==> src/rtl/ahb_timer.sv <==
`default_nettype none
// ----------------------------------------------------------------------------
// ahb_timer : zero-wait-state AHB-Lite down-counting timer with prescaler, IRQ
// Revision  : 1.0
// ----------------------------------------------------------------------------
module ahb_timer #(
  parameter int          PRESC_W    = 8,
  parameter logic [31:0] RESET_LOAD = 32'h0000_0000
) (
  input  logic        HCLK,
  input  logic        HRESETn,
  input  logic        HSEL,
  input  logic [31:0] HADDR,
  input  logic [1:0]  HTRANS,
  input  logic        HWRITE,
  input  logic [2:0]  HSIZE,
  input  logic [31:0] HWDATA,
  input  logic        HREADY,
  output logic        HREADYOUT,
  output logic        HRESP,
  output logic [31:0] HRDATA,
  output logic        IRQ
);

  localparam logic [1:0] c_addr_ctrl   = 2'd0;
  localparam logic [1:0] c_addr_load   = 2'd1;
  localparam logic [1:0] c_addr_value  = 2'd2;
  localparam logic [1:0] c_addr_status = 2'd3;

  logic               dp_valid_q, dp_valid_d;
  logic               dp_write_q, dp_write_d;
  logic [1:0]         dp_addr_q,  dp_addr_d;
  logic               en_q,       en_d;
  logic               irq_en_q,   irq_en_d;
  logic               oneshot_q,  oneshot_d;
  logic [PRESC_W-1:0] presc_q,    presc_d;
  logic [PRESC_W-1:0] pcnt_q,     pcnt_d;
  logic [31:0]        load_q,     load_d;
  logic [31:0]        value_q,    value_d;
  logic               flag_q,     flag_d;

  logic        w_accept;
  logic        w_wr;
  logic        w_wr_ctrl;
  logic        w_wr_load;
  logic        w_wr_status;
  logic        w_tick;
  logic        w_flag_set;
  logic [31:0] w_ctrl_rd;
  logic        unused_bits;

  assign unused_bits = ^{HADDR[31:4], HADDR[1:0], HSIZE, HTRANS[0]};

  assign w_accept    = HSEL & HREADY & HTRANS[1];
  assign w_wr        = dp_valid_q & dp_write_q & HREADY;
  assign w_wr_ctrl   = w_wr & (dp_addr_q == c_addr_ctrl);
  assign w_wr_load   = w_wr & (dp_addr_q == c_addr_load);
  assign w_wr_status = w_wr & (dp_addr_q == c_addr_status);
  assign w_tick      = en_q & (pcnt_q == presc_q);
  // A LOAD write in the tick cycle restarts the count, so the expiry is dropped.
  assign w_flag_set  = w_tick & ~w_wr_load & (value_q == 32'd0);

  always_comb begin
    dp_valid_d = dp_valid_q;
    dp_write_d = dp_write_q;
    dp_addr_d  = dp_addr_q;
    if (HREADY) begin
      dp_valid_d = w_accept;
      dp_write_d = HWRITE;
      dp_addr_d  = HADDR[3:2];
    end
  end

  always_comb begin
    en_d      = en_q;
    irq_en_d  = irq_en_q;
    oneshot_d = oneshot_q;
    presc_d   = presc_q;
    load_d    = load_q;
    value_d   = value_q;
    flag_d    = flag_q;
    pcnt_d    = '0;

    if (en_q && !w_tick) begin
      pcnt_d = pcnt_q + PRESC_W'(1);
    end

    if (w_tick && !w_wr_load) begin
      if (value_q != 32'd0) begin
        value_d = value_q - 32'd1;
      end else if (oneshot_q) begin
        en_d = 1'b0;
      end else begin
        value_d = load_q;
      end
    end

    if (w_wr_status && HWDATA[0]) begin
      flag_d = 1'b0;
    end
    if (w_flag_set) begin
      flag_d = 1'b1;
    end

    if (w_wr_ctrl) begin
      en_d      = HWDATA[0];
      irq_en_d  = HWDATA[1];
      oneshot_d = HWDATA[2];
      presc_d   = HWDATA[8 +: PRESC_W];
    end

    if (w_wr_load) begin
      load_d  = HWDATA;
      value_d = HWDATA;
      pcnt_d  = '0;
    end
  end

  always_ff @(posedge HCLK or negedge HRESETn) begin
    if (!HRESETn) begin
      dp_valid_q <= 1'b0;
      dp_write_q <= 1'b0;
      dp_addr_q  <= 2'd0;
      en_q       <= 1'b0;
      irq_en_q   <= 1'b0;
      oneshot_q  <= 1'b0;
      presc_q    <= '0;
      pcnt_q     <= '0;
      load_q     <= RESET_LOAD;
      value_q    <= RESET_LOAD;
      flag_q     <= 1'b0;
    end else begin
      dp_valid_q <= dp_valid_d;
      dp_write_q <= dp_write_d;
      dp_addr_q  <= dp_addr_d;
      en_q       <= en_d;
      irq_en_q   <= irq_en_d;
      oneshot_q  <= oneshot_d;
      presc_q    <= presc_d;
      pcnt_q     <= pcnt_d;
      load_q     <= load_d;
      value_q    <= value_d;
      flag_q     <= flag_d;
    end
  end

  always_comb begin
    w_ctrl_rd                = '0;
    w_ctrl_rd[0]             = en_q;
    w_ctrl_rd[1]             = irq_en_q;
    w_ctrl_rd[2]             = oneshot_q;
    w_ctrl_rd[8 +: PRESC_W]  = presc_q;
  end

  // Read data reflects live register contents, so a write in the previous
  // data phase is already visible here.
  always_comb begin
    HRDATA = '0;
    if (dp_valid_q && !dp_write_q) begin
      case (dp_addr_q)
        c_addr_ctrl:   HRDATA = w_ctrl_rd;
        c_addr_load:   HRDATA = load_q;
        c_addr_value:  HRDATA = value_q;
        default:       HRDATA = {31'd0, flag_q};
      endcase
    end
  end

  assign HREADYOUT = 1'b1;
  assign HRESP     = 1'b0;
  assign IRQ       = flag_q & irq_en_q;

endmodule
`default_nettype wire

==> config.mk <==
export PLATFORM = sky130hd
export DESIGN_NAME = ahb_timer
export DESIGN_NICKNAME = d
export VERILOG_FILES = /design/src/rtl/ahb_timer.sv
export SDC_FILE = /design/constraint.sdc
export NUM_CORES = 1
export LEC_CHECK = 0
export ABC_CLOCK_PERIOD_IN_PS = 6250
export BUFFER_PORTS_ARGS = -buffer_cell sky130_fd_sc_hd__buf_2
export CORE_ASPECT_RATIO = 1.4
export CORE_MARGIN = 2
export CORE_UTILIZATION = 60
export CTS_CLUSTER_SIZE = 24
export DETAILED_ROUTE_END_ITERATION = 10
export HOLD_SLACK_MARGIN = 0.1
export PLACE_DENSITY = 0.84
export SKIP_CTS_REPAIR_TIMING = 1
export SYNTH_ARGS = -nofsm -noshare
export SYNTH_HDL_FRONTEND = slang
export SYNTH_SLANG_ARGS = --single-unit
==> constraint.sdc <==
create_clock -name HCLK -period 6.25 [get_ports HCLK]
set_clock_uncertainty 0.1 [all_clocks]
set_input_delay 0.3125 -clock HCLK [delete_from_list [all_inputs] [get_ports HCLK]]
set_output_delay 0.3125 -clock HCLK [all_outputs]
set_load 0.05 [all_outputs]
Yosys cells after proc, flatten, opt, wreduce, memory -nomap -nowiden
Index checks and enable logic that the tools add are counted.

word-level totals
  output and inout port bits = 35
  flip-flop bits (word level) = 88
  logic and storage cells = 61

cells by class
  eq/ne operators = 6
  reduce and logical (&&, ||, !) cells = 16
  muxes and demuxes = 14
  add/subtract/negate cells = 2
  bitwise gates (word level) = 12

operators with widths
  cell                                                 count
  2-to-1 mux 32 bit                                    5
  case mux 32 bit (3 select lines)                     1
  logical NOT 32 bit                                   1
  nonzero test 32 bit                                  1
  subtractor 32 x 1 -> 32 bit, second input constant   1
  2-to-1 mux 8 bit                                     2
  bitwise AND 1 bit                                    11
  adder 8 x 1 -> 8 bit, second input constant          1
  equality test 8 bit                                  1
  nonzero test 2 bit                                   4
  2-to-1 mux 1 bit                                     6
  equality test 2 bit, second input constant           2
  logical AND 1 bit                                    4
  logical NOT 1 bit                                    3
  != test 3 x 1 -> 1 bit, second input constant        1
  AND reduction 3 bit                                  1
  equality test 2 x 1 -> 1 bit, second input constant  1
  logical NOT 2 bit                                    1
  != test 2 bit, second input constant                 1
  AND reduction 2 bit                                  1
  inverter 1 bit                                       1

Longest topological paths before layout
Gate-level depths: netlist (run 1).

  word-level depth = 7
  depth in mapped cells = 10

Worst setup path after synthesis (run 1)
No wires, ideal clock.

  kind = register -> output
  start point = reg dp_addr_q[0]
  end point = out HRDATA[10]
  stages on the path, launching flop included = 7
  setup slack = 3,936 ps
  buffers on the path = 2
  arrival time = 1,902 ps
  cell sequence = dfrtp_1 clkbuf_1 buf_1 mux2i_1 nor2_1 a21oi_1 nor2_1

between the ends
  longest elaborated chain between the ends = 3
  elaborated cells on any way between the ends = 5
  classes of those cells = 2 x eq/ne; 2 x mux; 1 x reduce/logical

ends and longest elaborated chain
  element                                            RTL line  text
  from (decl)                                        32        logic [1:0] dp_addr_q, dp_addr_d;
  from (signal assigned)                             135       dp_addr_q <= dp_addr_d;
  equality test 2 bit, or another cell as far along  160       case (dp_addr_q)
  case mux 32 bit (3 select lines) (*)               160
  2-to-1 mux 32 bit (*)                              159       if (dp_valid_q && !dp_write_q) begin
  to (decl)                                          21        output logic [31:0] HRDATA,

Every way passes the cells marked *; elsewhere a longest branch is shown, timed or not.

Worst setup path after layout (run 1)
  start point = reg value_q[6]
  end point = reg value_q[27]

between the ends
  longest elaborated chain between the ends = 4
  elaborated cells on any way between the ends = 7
  classes of those cells = 1 x add/sub; 1 x eq/ne; 3 x mux; 2 x reduce/logical

ends and longest elaborated chain
  element                                                             RTL line  text
  from (decl)                                                         39        logic [31:0] value_q, value_d;
  from (signal assigned)                                              142       value_q <= value_d;
  subtractor 32 x 1 -> 32 bit or nonzero test 32 bit (tied branches)  90, 89
  2-to-1 mux 32 bit                                                   89        if (value_q != 32'd0) begin
  2-to-1 mux 32 bit                                                   88        if (w_tick && !w_wr_load) begin
  2-to-1 mux 32 bit                                                   112       if (w_wr_load) begin

Several ways; a longest one is shown, not always the timed one. The select of a mux whose other input is x is not followed.
A chain may end at the register's enable or synchronous reset.

==> results of run 1 <==
[cell usage after synthesis, drive strengths merged, types with 15 or more instances]
cell type,number
a21oi,39
nand3,23
o21ai,32
a22oi,21
nand2,118
xor2,18
buf,23
nor2,83
clkbuf,24
a31oi,15
dfrtp,88
[placed cells by master (no fill, tap or decap), types with 4 or more instances in the layout]
master	instances
nand3_1	21
xnor2_1	4
o21ai_0	31
nor4_2	5
o311ai_0	4
mux2_2	13
a21o_1	6
buf_4	8
nor2_1	82
or3_1	6
buf_2	71
nand2_1	116
a31oi_1	15
mux2i_1	10
xor2_1	18
o211ai_1	13
o31ai_1	5
a21oi_1	38
clkbuf_16	9
nand4_1	8
dlygate4sd3_1	5
a22oi_1	21
inv_1	8
nor4_1	6
and3_1	14
nor3_1	12
dfrtp_1	88
[worst paths after layout]
path	start	to
setup / recovery	value_q[6]$_DFFE_PN0P_	value_q[27]$_DFFE_PN0P_
hold / removal	HWDATA[3]	load_q[3]$_DFFE_PN0P_
setup reg to reg	value_q[6]$_DFFE_PN0P_	value_q[27]$_DFFE_PN0P_
hold reg to reg	load_q[8]$_DFFE_PN0P_	load_q[8]$_DFFE_PN0P_
max in group asynchronous	HRESETn	load_q[6]$_DFFE_PN0P_
min in group asynchronous	HRESETn	load_q[28]$_DFFE_PN0P_
[cells by family (layout without fill, tap and decap cells)]
family,count (synthesis),after routing,share of synthesized area
flops,88,88,0.407
mux,24,24,0.0497
xor+xnor,22,22,0.0356
compound gates,154,154,0.185
fa+ha+maj,3,3,0.00694
simple gates,296,296,0.268
other cells,2,2,0.00139
buf+inv,55,107,0.0458
[through the flow]
| stage | hold WS [ps] | power [W] | setup slack (ps) |
|---|---|---|---|
| 3_3_place_gp | -0.413 | 0.00148 | 2960 |
| 2_1_floorplan | -83.1 | 0.00134 | 3940 |
| 3_5_place_dp | 0.607 | 0.00151 | 2860 |
| 6_report | 69.9 | 0.00210 | 2690 |
| 4_1_cts | -360 | 0.00208 | 2830 |
| 5_1_grt | 103 | 0.00220 | 2460 |
[routing by layer]
layer,vias to the layer above,GRT usage,routed length [microns]
met5,-,0,0
met4,0,0.186,612
met3,50,0.0389,1060
met2,278,0.540,7530
met1,2479,0.369,5820
li1,2391,-,-
[report_power, final]
| group | switching, W | internal [W] |
|---|---|---|
| logic | 0.000322 | 0.000235 |
| clock network | 0.000220 | 0.000347 |
| registers | 0.000245 | 0.000727 |
[worst reg2reg max path, stage by stage, from the launching register on]
cell      delay, ps
dfrtp_1         430
nor4_4          540
nand4_1         610
nor2_2          830
buf_4           380
a221oi_1        130
o21ai_0         200
o311ai_0        180
[cell type report]
cell class                      count  area [sq um]
Clock buffer                       11           233
Clock inverter                      4          70.1
Fill cell                         733          2760
Timing Repair Buffer               84           465
Sequential cell                    88          2200
Tap cell                          107           134
Multi-Input combinational cell    501          2980
Inverter                            8          30.0
[registers in the layout (all words and copies together) (netlist names)]
register    cells
value_q        32
dp_write_q      1
dp_valid_q      1
dp_addr_q       2
irq_en_q        1
load_q         32
pcnt_q          8
presc_q         8
oneshot_q       1
en_q            1
flag_q          1
==> results by group, run 1 <==
Clock network
  • CTS H-tree depth: 3
  • CTS tree: yes
  • CTS max path bufs: 2
  • Clock transition at path regs: 60 ps
  • Clock Sink Count: between 80 and 90
  • Worst-Skew Late Latency: 350 ps
  • CTS Buf Count: 9
  • Clk root buf: clkbuf_16

Logic synthesis
  • Average cell area after synthesis: roughly 8.4 sq um
  • Cell taking the most area after synthesis: dfrtp_1
  • EDFF count, synth: 0
  • Top post-synthesis cells by area: dfrtp_1 (41%), nand2_1 (8.0%), nor2_1 (5.8%), a21oi_1 (3.5%), a22oi_1 (2.9%)
  • Post-Syn Nets: 721
  • Main synth FF type: dfrtp_1
  • Mapped Area: roughly 5400 sq um
  • Seq/Total Area, Yosys: 0.407
  • #FFs+latches synth: 88
  • Ys async rst share: 1.00
  • Cells after Synth: roughly 640
  • Yosys top cell area share: 0.407
  • Post-synth cell types: 65
  • Yosys Warn Count: 0

STA
  • Max-slew headroom: 0.252
  • Max Slew Vio Count: 0
  • Slew @ Worst Pin: 1120 ps
  • Tcrit/Tclk final: 0.570
  • Final Hold Fails: 0
  • Fmax: 281 MHz
  • Final setup fails: 0
  • Minimum clock period: roughly 3600 ps
  • Setup total negative slack: 0 ps
  • Unrepaired setup endpoints after global routing: no

Worst setup path
  • Setup crit end kind: flip-flop
  • Cell Chain, Critical Path: nor4_4 -> nand4_1 -> nor2_2 -> buf_4 -> a221oi_1 -> o21ai_0 -> o311ai_0
  • R2r setup slk: about 2700 ps
  • Crit path depth: 7
  • Crit Path Class: reg2reg
  • Arr. time, crit path: 3650 ps
  • Largest stage delay on the critical path: 830 ps
  • Crit path max fanout: 20
  • Startpoint types: flip-flop
  • Register-to-Register Path Depth: 7
  • Buffers plus inverters on the worst setup path: 1
  • Critical path's top delay family: simple AND/OR/NAND/NOR gates
  • WP data required: 6330 ps
  • CP max stage cell: nor2_2

Pwr
  • PwrDens: 343 nW/um^2
  • Leakage power: 2.82 nW
  • VDD IR max: 0.217 mV

Drt
  • DRC: 0
  • Vias per cell: 6.47
  • Average wire per standard cell: 18.7 microns
  • Antenna Violating Nets Remaining: 0
  • DRT Wirelength: around 15,000 microns
  • DRT Pass-1 Iters: 7
  • Drt initial violations: 464
  • DR vias: 5,198

Cells and area
  • Final core occ: 0.689
  • Area added between synthesis and finish: 12.9%
  • Nets: 769
  • Diodes inserted: 0
  • Fin area: 6110 sq um
  • Post-Layout Cell Count: between 800 and 900
  • Share of layout cells above drive strength 1: 0.188

Worst hold path
  • Hold Crit Depth: 3
  • Hold Crit Class: in2reg

Die
  • Die ar.: 9810 sq um
  • I/O pin count: 109
  • Die height: 116 microns
  • Initial Util: 0.610
  • Die width: 84.3 microns
  • Core Area: around 8900 sq um
  • Row cnt: between 40 and 50

Status
  • Status: finished clean

Placed design
  • Placed cells: 783
  • IO buf count: 72
  • HPWL Detailed: a little under 10,000 microns
  • Routability cong.: 1.02
  • Placed cell areas: roughly 5800 sq um

Global route
  • GRT Util Overall: 0.310
  • Remaining global-route overflow: 0
  • Largest net degree at the start of global routing: between 80 and 90
  • First-pass GRT wire length: ~24,000 microns
  • Vias in the first global route: approximately 5,000
  • Initial antenna violation count: 0

Job
  • Max Cap Violations: 0
Note: power is estimated with default switching activity, not from simulation.
==> run 2, diff against run 1 <==
ABC_CLOCK_PERIOD_IN_PS = 3100   (was 6250)
CORE_UTILIZATION = 50   (was 60)
PLACE_DENSITY = 0.75   (was 0.84)
clock period = 3.1 ns   (was 6.25 ns; I/O delays follow)
==> run 2 against run 1 <==
Fmax grew 36%. Sequential cell count is the same. First-iteration DRC count shrank 27%. Non-clock buffer count grew 52. Global-route usage shrank 4.3 points. Largest power group unchanged. Highest routed layer unchanged.
==> results by group, run 2 (synthesized netlist as in run 1, its figures left out) <==
Placed design
  • Routability cong.: 0.913
  • IO buf count: 72
  • HPWL Detailed: approximately 11,000 microns
  • Placed cell areas: between 5000 and 6000 sq um

Die
  • Row cnt: 44
  • I/O pin count: 109
  • Die ar.: 11,700 sq um
  • Initial Util: 0.517
  • Core Area: 10,500 sq um
  • Die height: ~130 microns
  • Die width: 91.9 microns

Worst setup path
  • R2r endpoint: value_q[3]$_DFFE_PN0P_
  • Crit path max fanout: 15
  • R2r setup slk: 480 ps
  • Crit Path Class: reg2reg
  • Critical R2R Launch: pcnt_q[0]$_DFF_PN0_
  • Startpoint types: flip-flop
  • Register-to-Register Path Depth: 6
  • Setup crit end kind: flip-flop
  • WP data required: 3260 ps
  • Arr. time, crit path: 2790 ps

Cells and area
  • Share of layout cells above drive strength 1: 0.196
  • Fin area: between 6000 and 7000 sq um
  • Top flop regs: load_q x32, value_q x32
  • Area added between synthesis and finish: 23.7%
  • Multi-input gate area: 2970 sq um
  • Diodes inserted: 0
  • Commonest non-fill, non-tap cells in the layout: nand2_1 (116), dfrtp_1 (88), nor2_1 (82)
  • FILL cells: 913
  • Register area: 2200 sq um
  • Commonest non-fill, non-tap cell in the layout: nand2_1
  • Nets: between 800 and 900

Clock network
  • Worst-Skew Late Latency: 350 ps
  • Clock transition at path regs: 60 ps
  • CTS H-tree depth: 3
  • Clk root buf: clkbuf_16
  • CTS max path bufs: 2
  • CTS Buf Count: 9
  • CTS tree: yes
  • Clock Sink Count: 88

STA
  • Max-slew headroom: 0.514
  • Fmax: 381 MHz
  • Minimum clock period: 2620 ps
  • Slew @ Worst Pin: 729 ps
  • Setup total negative slack: 0 ps
  • Unrepaired setup endpoints after global routing: no
  • Final Hold Fails: 0
  • Max Slew Vio Count: 0
  • Final setup fails: 0
  • Tcrit/Tclk final: 0.846

Pwr
  • Sequential Power Share: 0.432
  • Sw Ratio: 0.363
  • Leakage power: 3.07 nW
  • Internal power: 0.00283 W
  • Switching power total: about 0.0016 W
  • PwrDens: 664 nW/um^2
  • Comb pwr share: 0.276
  • VDD IR max: 0.343 mV
  • Pwr Total: 0.00445 W
  • Clock Power Share: 0.292

Drt
  • DRT Wirelength: around 16,000 microns
  • DR vias: 5,331
  • Antenna Violating Nets Remaining: 0
  • DRC: 0
  • Average wire per standard cell: 17.8 microns
  • Drt initial violations: 338
  • DRT Pass-1 Iters: 5
  • Vias per cell: 6.01

Global route
  • First-pass GRT wire length: about 25,000 microns
  • GRT Util Overall: 0.267
  • Vias in the first global route: 5,065
  • Initial antenna violation count: 0
  • Largest net degree at the start of global routing: 54
  • Remaining global-route overflow: 0

Worst hold path
  • Hold Crit Class: in2async

Status
  • Status: finished clean

Job
  • Max Cap Violations: 0
## run 2: layout make-up
cell class                      count  area share
Clock buffer                       12      0.0383
Multi-Input combinational cell    501       0.444
Inverter                            8     0.00449
Tap cell                          138      0.0258
Clock inverter                      4      0.0148
Timing Repair Buffer              136       0.144
Sequential cell                    88       0.329
## run 2: worst max path at each step
stage                                   startpoint                      to  slack (ps)
after detailed placement       pcnt_q[0]$_DFF_PN0_  value_q[3]$_DFFE_PN0P_         520
after global routing           pcnt_q[5]$_DFF_PN0_  value_q[3]$_DFFE_PN0P_         300
after global placement         pcnt_q[0]$_DFF_PN0_  value_q[3]$_DFFE_PN0P_         560
after floorplan           dp_addr_q[0]$_DFFE_PN0P_              HRDATA[10]         940
after CTS                      pcnt_q[0]$_DFF_PN0_  value_q[3]$_DFFE_PN0P_         520
final                          pcnt_q[0]$_DFF_PN0_  value_q[3]$_DFFE_PN0P_         480
## run 2: metrics by stage
| step | std cells | worst slack [ps] | util | hold WS [ps] |
|---|---|---|---|---|
| 6_report | 887 | 477 | 0.640 | 302 |
| 5_1_grt | 887 | 298 | 0.640 | 375 |
| 4_1_cts | 845 | 519 | 0.600 | -229 |
| 3_5_place_dp | 829 | 523 | 0.566 | 143 |
| 3_3_place_gp | 829 | 562 | 0.566 | 135 |
| 2_1_floorplan | 644 | 943 | - | -241 |
## run 2: metal layers
layer,track usage,vias up,wire length [microns]
met5,0,-,0
li1,-,2492,-
met2,0.463,264,8020
met4,0.0992,0,327
met3,0.0436,31,1040
met1,0.336,2544,6380
## run 2: critical path, cell delays in order, from the launching register on
cell,delay [ps]
dfrtp_1,440
xor2_1,190
nor4_2,460
and3_1,430
nand2_2,300
or3_1,440
a31oi_1,180
## run 2: power groups by stage
stage / combinational (W) / sequential [W] / clock [W]
finish: 0.00123 / 0.00192 / 0.00130
global route: 0.00136 / 0.00195 / 0.00136
CTS: 0.00117 / 0.00190 / 0.00131
detailed placement: 0.00116 / 0.00192 / 0
global placement: 0.00112 / 0.00190 / 0
floorplan: 0.000953 / 0.00176 / 0
==> run 3, diff against run 2 <==
ABC_CLOCK_PERIOD_IN_PS = 2100   (was 3100)
clock period = 2.1 ns   (was 3.1 ns; I/O delays follow)
==> run 3 against run 2 <==
The run now ends with setup timing left. Clock power increased by 26%. Final cell count is 14% higher. Wire length rose by 21%. Via count increased by 15%. Total power grew 65%. Sequential share of layout area shrank 5.2 points. Fmax rose by 14%. Sequential power is 39% higher. Worst setup slack worse by 690 ps. Utilization is 12 points higher. Critical endpoint is now value_q[15]$_DFFE_PN0P_. Largest power group is now combinational logic.
==> results by group, run 3 (synthesized netlist as in run 1, its figures left out) <==
Status
  • Status: finished with violations
  • Failing checks: setup timing

Die
  • I/O pin count: 109
  • Core Area: 10,500 sq um
  • Row cnt: 44
  • Die height: 127 microns
  • Die ar.: about 12,000 sq um
  • Die width: 91.9 microns
  • Initial Util: 0.517

Clock network
  • Clk root buf: clkbuf_16
  • CTS max path bufs: 2
  • CTS H-tree depth: 3
  • Clock Sink Count: between 80 and 90
  • CTS Buf Count: 9
  • CTS tree: yes
  • Worst-Skew Late Latency: 350 ps
  • Clock transition at path regs: 60 ps

Drt
  • Vias per cell: 6.05
  • Drt initial violations: roughly 570
  • Antenna Violating Nets Remaining: 0
  • Average wire per standard cell: between 15 and 20 microns
  • DRT Wirelength: between 15,000 and 20,000 microns
  • DRT Pass-1 Iters: 6
  • DRC: 0
  • DR vias: between 6,000 and 7,000

Cells and area
  • Nets: 949
  • Diodes inserted: 0
  • Top flop regs: load_q x32, value_q x32
  • Commonest non-fill, non-tap cell in the layout: buf_4
  • Commonest non-fill, non-tap cells in the layout: buf_4 (135), nand2_1 (116), dfrtp_1 (87)
  • Share of layout cells above drive strength 1: 0.360
  • Area added between synthesis and finish: 47.1%
  • Post-Layout Cell Count: 1,015

STA
  • Max Slew Vio Count: 0
  • Tcrit/Tclk final: 1.10
  • Minimum clock period: 2310 ps
  • Slew @ Worst Pin: 673 ps
  • Final worst slack: -209 ps
  • Fmax: about 430 MHz
  • Worst hold slack: 178 ps
  • Final setup fails: 30
  • Max-slew headroom: 0.551
  • Final Hold Fails: 0
  • Unrepaired setup endpoints after global routing: yes

Worst setup path
  • Largest stage delay on the critical path: ~420 ps
  • Startpoint types: flip-flop
  • Critical R2R Launch: value_q[9]$_DFFE_PN0P_
  • Register-to-Register Path Depth: 8
  • Cell Chain, Critical Path: nor4_4 -> nand4_1 -> nor2_4 -> buf_4 -> clkbuf_16 -> and3_1 -> o21ai_0 -> a31oi_1
  • Setup crit end kind: flip-flop
  • CP startpoint: value_q[9]$_DFFE_PN0P_
  • Arr. time, crit path: 2480 ps
  • R2r endpoint: value_q[15]$_DFFE_PN0P_
  • CP Capture Point: value_q[15]$_DFFE_PN0P_
  • WP data required: 2270 ps
  • Crit path max fanout: 6
  • CP max stage cell: dfrtp_1
  • Crit Path Class: reg2reg
  • R2r setup slk: -210 ps

Placed design
  • IO buf count: between 70 and 80
  • HPWL Detailed: 12,900 microns
  • Routability cong.: roughly 0.94
  • Placed cells: 934

Pwr
  • VDD IR max: 0.708 mV
  • PwrDens: 920 nW/um^2
  • Pwr Total: 0.00732 W
  • Leakage power: 3.77 nW

Global route
  • Vias in the first global route: just under 6,000
  • Remaining global-route overflow: 0
  • Largest net degree at the start of global routing: between 50 and 60
  • Initial antenna violation count: 0
  • First-pass GRT wire length: ~28,000 microns
  • GRT Util Overall: 0.308

Worst hold path
  • Hold Crit Class: in2reg
  • Hold Crit Depth: 4

Job
  • Max Cap Violations: 0
-- run 3: changes by cell type in the layout (fill, tap and decap cells not counted), sizes merged --
cell      change
clkinvlp      +1
buf         +122
clkinv        +3
clkbuf        +5
bufinv        -2
inv           -1
-- run 3: worst min path at each step --
stage | end | from
after floorplan | dp_addr_q[0]$_DFFE_PN0P_ | HRESETn
after global placement | irq_en_q$_DFFE_PN0P_ | HRESETn
after detailed placement | irq_en_q$_DFFE_PN0P_ | HRESETn
after CTS | irq_en_q$_DFFE_PN0P_ | HRESETn
after global routing | flag_q$_DFFE_PN0P_ | HREADY
final | flag_q$_DFFE_PN0P_ | HREADY
-- run 3: layout make-up --
class                           count  area, sq um
Clock buffer                       11          243
Clock inverter                      5         56.3
Multi-Input combinational cell    501         3210
Tap cell                          138          173
Fill cell                         739         2500
Sequential cell                    88         2200
Timing Repair Buffer              264         2050
Inverter                            8         30.0
-- run 3: critical path, delay by kind of cell (launching register included) --
family / cells / cell delay [ps]
AOI/OAI and AO/OA: 2 / 250
and+or+nand+nor: 4 / 1150
DFF: 1 / 420
buffers and inverters: 2 / 310
-- run 3: power by group --
group | internal (W) | switching [W] | total (W) | leakage (nW)
registers | 0.00217 | 0.000498 | 0.00267 | 1.11
clock network | 0.000953 | 0.000685 | 0.00164 | 0.145
logic | 0.00141 | 0.00160 | 0.00302 | 2.51
-- run 3: layer usage --
metal / up-vias / part of all wire / global-route usage
met2: 339 / 0.52 / 0.552
met3: 100 / 0.065 / 0.0531
li1: 2758 / - / -
met5: - / 0 / 0
met4: 0 / 0.054 / 0.164
met1: 2939 / 0.36 / 0.348
-- run 3: per-stage QoR --
step	cell area, sq um	setup TNS [ps]	worst slack (ps)	util
after floorplan	5440	-17.5	-17.5	-
after global placement	6740	-2250	-171	0.644
after detailed placement	6740	-3880	-229	0.644
after CTS	7040	-7660	-258	0.673
after global routing	7960	-6440	-312	0.761
final	7960	-3190	-209	0.761
